**src/rtl/cim_wb_arbiter.sv**
```systemverilog
// cim_wb_arbiter: buffers 6x6 output tiles from two PEs, grants them round-robin
// to the single CIM SRAM port and performs read-modify-write accumulation of
// partial sums. New grants are held off while the scan path owns the SRAM.
module cim_wb_arbiter #(
   parameter int FIFO_DEPTH = 2,
   parameter int RD_LAT     = 1,
   parameter int ELEM_W     = 12
) (
   input  logic                  clk,
   input  logic                  reset,
   input  logic [36*ELEM_W-1:0]  pe1_tile_i,
   input  logic [7:0]            pe1_od_i,
   input  logic [7:0]            pe1_addr_i,
   input  logic                  pe1_first_i,
   input  logic                  pe1_valid_i,
   output logic                  pe1_ready_o,
   input  logic [36*ELEM_W-1:0]  pe2_tile_i,
   input  logic [7:0]            pe2_od_i,
   input  logic [7:0]            pe2_addr_i,
   input  logic                  pe2_first_i,
   input  logic                  pe2_valid_i,
   output logic                  pe2_ready_o,
   input  logic                  scan_busy_i,
   output logic                  sram_ren_o,
   output logic                  sram_wen_o,
   output logic [7:0]            sram_addr_o,
   output logic [7:0]            sram_od_o,
   output logic [511:0]          sram_wdata_o,
   input  logic [511:0]          sram_rdata_i,
   output logic                  busy_o,
   output logic [15:0]           wr_count_o
);
   localparam int TILE_W = 36 * ELEM_W;
   localparam int PAD_W  = 512 - TILE_W;
   localparam int PTR_W  = (FIFO_DEPTH > 1) ? $clog2(FIFO_DEPTH) : 1;
   localparam int CNT_W  = $clog2(FIFO_DEPTH + 1);
   localparam int LAT_W  = (RD_LAT > 1) ? $clog2(RD_LAT) : 1;

   typedef struct packed {
      logic [TILE_W-1:0] tile;
      logic [7:0]        od;
      logic [7:0]        addr;
      logic              first;
   } entry_t;

   typedef enum logic [1:0] {S_IDLE, S_RD, S_WAIT, S_WR} state_t;

   entry_t            in_ent [2];
   logic [1:0]        in_vld;
   entry_t            mem_q  [2][FIFO_DEPTH];
   logic [PTR_W-1:0]  wp_q   [2];
   logic [PTR_W-1:0]  rp_q   [2];
   logic [CNT_W-1:0]  cnt_q  [2];
   logic [1:0]        full, empty, push, pop;
   entry_t            head   [2];

   state_t            state_q;
   logic              pref_q;
   logic [LAT_W-1:0]  wcnt_q;
   logic              ren_q, wen_q;
   logic [7:0]        addr_q, od_q;
   logic [511:0]      wdata_q;
   logic [15:0]       wr_count_q;

   logic              grant_vld, grant_sel;
   entry_t            grant_ent;
   logic              rdata_unused;

   // Signed element add, clamped to the representable range on overflow
   function automatic logic signed [ELEM_W-1:0] sat_add(input logic signed [ELEM_W-1:0] a,
                                                        input logic signed [ELEM_W-1:0] b);
      logic signed [ELEM_W:0] s;
      s = {a[ELEM_W-1], a} + {b[ELEM_W-1], b};
      if (s[ELEM_W] != s[ELEM_W-1])
         return s[ELEM_W] ? {1'b1, {(ELEM_W-1){1'b0}}} : {1'b0, {(ELEM_W-1){1'b1}}};
      return s[ELEM_W-1:0];
   endfunction

   // Element-wise saturating accumulation of a whole 6x6 tile
   function automatic logic [TILE_W-1:0] tile_sat_add(input logic [TILE_W-1:0] a,
                                                      input logic [TILE_W-1:0] b);
      logic [TILE_W-1:0] r;
      r = '0;
      for (int k = 0; k < 36; k++)
         r[k*ELEM_W +: ELEM_W] = sat_add(a[k*ELEM_W +: ELEM_W], b[k*ELEM_W +: ELEM_W]);
      return r;
   endfunction

   // Bundle the two PE request interfaces so the FIFOs can be handled in a loop
   always_comb begin
      in_ent[0] = '{tile: pe1_tile_i, od: pe1_od_i, addr: pe1_addr_i, first: pe1_first_i};
      in_ent[1] = '{tile: pe2_tile_i, od: pe2_od_i, addr: pe2_addr_i, first: pe2_first_i};
      in_vld    = {pe2_valid_i, pe1_valid_i};
      for (int p = 0; p < 2; p++) begin
         full[p]  = (cnt_q[p] == CNT_W'(FIFO_DEPTH));
         empty[p] = (cnt_q[p] == '0);
         head[p]  = mem_q[p][rp_q[p]];
         push[p]  = in_vld[p] && !full[p] && !reset;
      end
   end

   // Round-robin pick among non-empty FIFOs; grants only from IDLE with scan idle
   always_comb begin
      grant_vld = 1'b0;
      grant_sel = 1'b0;
      if (state_q == S_IDLE && !scan_busy_i) begin
         if (!empty[0] && !empty[1]) begin
            grant_vld = 1'b1;
            grant_sel = pref_q;
         end else if (!empty[0]) begin
            grant_vld = 1'b1;
            grant_sel = 1'b0;
         end else if (!empty[1]) begin
            grant_vld = 1'b1;
            grant_sel = 1'b1;
         end
      end
      grant_ent = grant_sel ? head[1] : head[0];
      pop[0]    = grant_vld && !grant_sel;
      pop[1]    = grant_vld && grant_sel;
   end

   // FIFO storage: data is written on push only, never cleared
   always_ff @(posedge clk) begin
      for (int p = 0; p < 2; p++)
         if (push[p]) mem_q[p][wp_q[p]] <= in_ent[p];
   end

   // FIFO pointers and occupancy
   always_ff @(posedge clk) begin
      for (int p = 0; p < 2; p++) begin
         if (reset) begin
            wp_q[p]  <= '0;
            rp_q[p]  <= '0;
            cnt_q[p] <= '0;
         end else begin
            if (push[p]) wp_q[p] <= wp_q[p] + PTR_W'(1);
            if (pop[p])  rp_q[p] <= rp_q[p] + PTR_W'(1);
            cnt_q[p] <= cnt_q[p] + CNT_W'(push[p]) - CNT_W'(pop[p]);
         end
      end
   end

   // Sequencer: one SRAM op in flight; the popped tile waits in wdata_q and is
   // either written directly or used as the addend once the old word returns
   always_ff @(posedge clk) begin
      if (reset) begin
         state_q    <= S_IDLE;
         pref_q     <= 1'b0;
         wcnt_q     <= '0;
         ren_q      <= 1'b0;
         wen_q      <= 1'b0;
         addr_q     <= '0;
         od_q       <= '0;
         wdata_q    <= '0;
         wr_count_q <= '0;
      end else begin
         case (state_q)
            S_IDLE: begin
               if (grant_vld) begin
                  pref_q  <= ~grant_sel;
                  addr_q  <= grant_ent.addr;
                  od_q    <= grant_ent.od;
                  wdata_q <= {{PAD_W{1'b0}}, grant_ent.tile};
                  if (grant_ent.first) begin
                     wen_q   <= 1'b1;
                     state_q <= S_WR;
                  end else begin
                     ren_q   <= 1'b1;
                     state_q <= S_RD;
                  end
               end
            end
            S_RD: begin
               ren_q   <= 1'b0;
               wcnt_q  <= '0;
               state_q <= S_WAIT;
            end
            S_WAIT: begin
               if (wcnt_q == LAT_W'(RD_LAT - 1)) begin
                  wdata_q <= {{PAD_W{1'b0}},
                              tile_sat_add(wdata_q[TILE_W-1:0], sram_rdata_i[TILE_W-1:0])};
                  wen_q   <= 1'b1;
                  state_q <= S_WR;
               end else begin
                  wcnt_q <= wcnt_q + LAT_W'(1);
               end
            end
            S_WR: begin
               wen_q      <= 1'b0;
               wr_count_q <= wr_count_q + 16'd1;
               state_q    <= S_IDLE;
            end
            default: state_q <= S_IDLE;
         endcase
      end
   end

   assign rdata_unused = ^sram_rdata_i[511:TILE_W];

   assign pe1_ready_o  = !reset && !full[0];
   assign pe2_ready_o  = !reset && !full[1];
   assign sram_ren_o   = ren_q;
   assign sram_wen_o   = wen_q;
   assign sram_addr_o  = addr_q;
   assign sram_od_o    = od_q;
   assign sram_wdata_o = wdata_q;
   assign wr_count_o   = wr_count_q;
   assign busy_o       = (state_q != S_IDLE) || !empty[0] || !empty[1];

endmodule

```
**config.mk**
```make
export PLATFORM = sky130hd
export DESIGN_NAME = cim_wb_arbiter
export DESIGN_NICKNAME = d
export VERILOG_FILES = /design/src/rtl/cim_wb_arbiter.sv
export SDC_FILE = /design/constraint.sdc
export NUM_CORES = 2
export LEC_CHECK = 0
export CORE_AREA = 2 2 755 757
export DETAILED_ROUTE_END_ITERATION = 8
export DIE_AREA = 0 0 757 759
export HOLD_SLACK_MARGIN = 0.12
export PLACE_DENSITY = 0.38
export RECOVER_POWER = 25
export SLEW_MARGIN = 0
export SYNTH_ARGS = -nofsm -noshare
export SYNTH_HDL_FRONTEND = slang
export SYNTH_SLANG_ARGS = --single-unit
export TNS_END_PERCENT = 5
```
**constraint.sdc**
```tcl
create_clock -name clk -period 66.5 [get_ports clk]
set_input_delay 13.3 -clock clk [delete_from_list [all_inputs] [get_ports clk]]
set_output_delay 13.3 -clock clk [all_outputs]
set_load 0.03 [all_outputs]
```
* Word level (Yosys, flattened, before mapping)
Memories as Yosys holds them, arrays and structs flattened.
Cells that the tools add are included.
** Cells by class
- Order comparisons :: 6
- Equal/unequal tests :: 45
- Multiplexer cells :: 309
- Add/subtract/negate cells :: 46
- Multiply operators :: 0
- Bitwise gates (word level) :: 11
- Reduce and logical (&&, ||, !) cells :: 34
- Shift-type cells :: 0
- Div/mod/pow operators :: 0
** Operator list (count)
- 449-bit 2-to-1 mux :: 9
- 898-bit 2-to-1 mux :: 2
- 12-bit 2-to-1 mux :: 108
- 512-bit 2-to-1 mux :: 2
- 512-bit one-hot mux with 2 select lines :: 1
- 449-bit demux with 1-bit select :: 2
- 12-bit by 12-bit adder with 13-bit output :: 36
- 1-bit 2-to-1 mux :: 176
- 1-bit != test :: 36
- 16-bit by 1-bit adder with 16-bit output (second input constant) :: 1
- 1-bit logical AND :: 12
- 2-bit 2-to-1 mux :: 5
- 2-bit equality test (second input constant) :: 4
- 2-bit >= comparator (second input constant) :: 4
- 2-bit != test (second input constant) :: 4
- 1-bit inverter with 2-bit output :: 4
- 2-bit one-hot mux with 4 select lines :: 1
- 2-bit nonzero test :: 4
- 1-bit logical NOT :: 7
- 2-bit logical NOT :: 3
- 1-bit OR :: 6
- 3-bit AND reduction :: 2
- 1-bit adder (second input constant) :: 5
- 2-bit by 1-bit adder with 2-bit output :: 2
- 10 further kinds :: 15
** Storage, ports and cells
- Memory bits (writable) :: 1804
- Bits in read-only memories :: 0
- Latch bits :: 0
- Logic and storage cells :: 464
- Output and inout bits :: 549
- Bits of input ports :: 1415
- Register bits after elaboration :: 550
- Memories :: 4
** Memories
- mem_q :: words 2, width 898, rd ports 2, clocked after memory_dff 0, write ports 2, line 50 : entry_t mem_q [2][FIFO_DEPTH];
- cnt_q :: words 2, width 2, rd ports 2, clocked after memory_dff 0, write ports 2, line 53 : logic [CNT_W-1:0] cnt_q [2];
- rp_q :: words 2, width 1, rd ports 2, clocked after memory_dff 0, write ports 2, line 52 : logic [PTR_W-1:0] rp_q [2];
- wp_q :: words 2, width 1, rd ports 2, clocked after memory_dff 0, write ports 2, line 51 : logic [PTR_W-1:0] wp_q [2];

* Logic depth before layout (Yosys ltp)
- Word-level depth :: 11
- Mapped depth :: 17
- Gate-level depth less buffers :: 16

* Worst setup path before layout
Ideal clock, no wire load.
- Path type :: input -> register
- Start point :: input reset
- End point :: memory mem_q[0][449] (netlist bit), enable pin
- Required time :: 64.689 ns
- Buffers on the path :: 4
- Stages :: 5
- Setup slack :: 20.367 ns
- Arrival time :: 44.322 ns
- Library setup time :: 1.811 ns
- Cell sequence :: clkbuf_1 > clkbuf_1 > clkbuf_1 > clkbuf_1 > nor3_1
** RTL lines
- from (decl) :: line 10 : input logic reset,
- to (decl) :: line 50

* Worst setup path in the final report
- Start point :: input reset
- End point :: output pe1_ready_o
** Between the ends
- Word-level cells in the longest chain between the ends :: 2
** RTL lines
- 1-bit logical NOT :: line 201 : assign pe1_ready_o = !reset && !full[0];
- 1-bit logical AND :: line 201
- to (decl) :: line 16 : output logic pe1_ready_o,
Every way passes these cells.

==> results.toml <==
[sta]
tns_ns = 0
hold_viol_final = 0
worstMarginPinSlew_ns = 1.376
slew_headroom = 0.08246
report.final.slew_viol_count = 0
fin_skew_ns = 0.06963
rsz0062_at_grt = "no"
fmax_mhz = 35.38
finalCritPeriodShare = 0.4251
whs_ns = 0.4750
finalCriticalPeriod_ns = 28.27
finalSetupViolCount = 0

[clocking]
postCtsSetupBuffers = 0
clk_latency_ns = 1.01
clockRootBuffer = "clkbuf_16"
clk_path_buf_depth = 4
cts_sinks = 2273
numCtsBuffers = 303
post_cts_resized = 0
cts_tree = "yes"
ctsHoldBuffers = 0
htreeDepth = 5
cts.clk_slew.worst_paths_ns = 0.06

[drt]
vias_per_cell = 4.446
post-route-drc-count = 0
drt_iter0_drc = 6380
via_count = 84360
firstDrtPassIters = 7
ant_nets = 0
avgRoutedWirePerCell_um = 35.08
wirelength_um = 665600

[cells_and_area]
layout_commonest_cell = "edfxtp_1"
multi_input_area_um2 = 42440
final_nets = 12820
drive_above_1_share = 0.07579
fill_cells = 59810
ff_latch_area_um2 = 63520
area_growth_syn_to_layout_pct = 34.73
layout_common_cells = "edfxtp_1, clkdlybuf4s50_1, a21oi_1"

[floorplan]
initial_core_util = 0.1922
dieArea_um2 = 574600
die-width_um = 757
placementRows = 277
core_region_area_um2 = 567000
io_pins = 1964
die_y_um = 759

[setup_path]
reg2reg_depth = 15
critPathKind = "in2out"
critical_path.max_fanout = 53
crit_path_start = "reset"
endpoint = "pe1_ready_o"
rr_startpoint = "state_q[0]"
end_kind = "output pin"
r2r_setup_slack_ns = 60.28
cp.required_ns = 53.20
rr_endpoint = "sram_wdata_o[298]"
cp-start-kind = "input port"
arrival_ns = 14.97

[hold_path]
worstHoldPathType = "reg2reg"

[global_route]
grt_pass1_vias = 80830
antenna_found_initial = 606
grt_usage = 0.2232
grt_max_degree = 120
grt_pass1_wl_um = 846000
grt_overflow_total = 0

[power_and_ir_drop]
p_seq_frac = 0.291
p_per_area_nw_per_um2 = 44.04
irDropWorstVdd_v = 0.00003604
p_int_uw = 3578
p_sw_frac = 0.4468
p_leak_uw = 0.05083
switchingPower_uw = 2890
p_comb_frac = 0.452
power.share.clock = 0.257

[synth]
ys_seq_area_frac = 0.5828
synth_cells = 8999
synth_ff_type = "edfxtp_1"
async_reset_ff_frac = 0
avgSynthCellArea_um2 = 12.11
synth_cell_types = 101
synth-seq-cells = 2273
synth_edf_count = 1800
syn_area_um2 = 109000
yosys_warnings = 0
synth_top_area_cell = "edfxtp_1"
synth_top_area_share = 0.4959
synth_area_leaders = "edfxtp_1, dfxtp_1, ha_1, mux2i_1, a21oi_1"

[placed_design]
place.gp.congestion = 0.8797
dp_hpwl_um = 529600
port-buffer-count = 1803

[flow_run]
cap_violations = 0

[status]
status = "finished, final reports clean"
==> registers in the layout, indices dropped and copies added, names as in the netlist <==
register	count
mem_q	1796
sram_wdata_o	432
wr_count_o	16
sram_addr_o	8
sram_od_o	8
cnt_q	4
rp_q	2
state_q	2
wp_q	2
pref_q	1
sram_ren_o	1
sram_wen_o	1
==> power groups by stage <==
| stage | Combinational (uW) | Clock (uW) | Sequential (uW) |
|---|---|---|---|
| 2_1_floorplan | 1350 | 0 | 2130 |
| 3_3_place_gp | 3020 | 0 | 1910 |
| 5_1_grt | 3170 | 1760 | 1910 |
| 4_1_cts | 3030 | 1710 | 1890 |
| 6_report | 2920 | 1660 | 1880 |
| 3_5_place_dp | 3020 | 0 | 1920 |
==> critical path: stages <==
cell and delay (ns):
buf_8 0.14, a21oi_1 0.50, clkdlybuf4s50_1 0.76
==> stage by stage <==
step | utilization | std cells | setup slack (ns) | instance area [um^2] | total power [uW]
2_1_floorplan | - | 9078 | 20.37 | 109300 | 3478
3_3_place_gp | 0.2402 | 18080 | 38.26 | 136200 | 4936
3_5_place_dp | 0.2402 | 18080 | 38.28 | 136200 | 4937
4_1_cts | 0.2575 | 18640 | 38.27 | 146000 | 6630
5_1_grt | 0.2584 | 18830 | 38.19 | 146500 | 6831
6_report | 0.2590 | 18970 | 38.23 | 146900 | 6468
==> final cells by class <==
type | count | share of cell area
inverter | 264 | 0.006901
multi-input combinational | 5996 | 0.2890
antenna | 331 | 0.005640
tap | 7533 | 0.06418
sequential | 2273 | 0.4326
clock inverter | 147 | 0.01069
timing repair buffer | 2015 | 0.1349
clock buffer | 415 | 0.05616
==> routing by layer <==
metal / vias to the layer above / share of wire / global-route usage
li1: 38290 / - / -
met1: 41540 / 0.39 / 0.2589
met2: 3160 / 0.47 / 0.3691
met3: 1138 / 0.096 / 0.09106
met4: 232 / 0.038 / 0.07972
met5: - / 0.0023 / 0
==> synth_stat cells (21+ instances only) <==
cell / instances
a2111oi_2: 22
a211oi_1: 450
a21o_1: 74
a21oi_1: 773
a311oi_1: 55
a31oi_1: 52
and3_1: 30
buf_1: 24
buf_2: 225
buf_4: 92
clkbuf_1: 201
dfxtp_1: 473
edfxtp_1: 1800
fa_1: 36
ha_1: 512
inv_1: 258
mux2i_1: 538
nand2_1: 573
nand2b_1: 100
nand3_1: 152
nor2_1: 407
nor2b_1: 428
nor3_1: 128
o2111ai_1: 21
o211ai_1: 82
o21a_1: 73
o21ai_0: 444
o21ai_1: 26
o21bai_1: 22
o221ai_1: 139
o22ai_1: 37
o31a_1: 33
o31ai_1: 30
or2_2: 26
or3_1: 60
xnor2_1: 161
xor2_1: 110
==> kinds of logic (layout without fill, tap and decap cells) <==
logic type	count (synthesis)	after routing	synth area share
xor gates and xnor gates	271	271	0.02178
buffers and inverters	809	2841	0.03382
AOI/OAI and AO/OA	2541	2541	0.1548
muxes	557	557	0.05137
DFF	2273	2273	0.5828
and+or+nand+nor	1999	1999	0.09000
other	1	411	0.00003440
adders and majority gates	548	548	0.06539
==> worst min path at each step <==
stage	startpoint	end	slack (ns)	depth (start not counted)
after global routing	sram_wdata_o[196]	sram_wdata_o[196]	0.49	2
after CTS	sram_wdata_o[196]	sram_wdata_o[196]	0.47	2
after floorplan	state_q[0]	state_q[0]	0.49	2
final	sram_wdata_o[135]	sram_wdata_o[135]	0.48	2
after global placement	sram_wdata_o[137]	sram_wdata_o[137]	0.46	2
after detailed placement	sram_wdata_o[413]	sram_wdata_o[413]	0.46	2
Note: power is estimated with default switching activity, not from simulation.
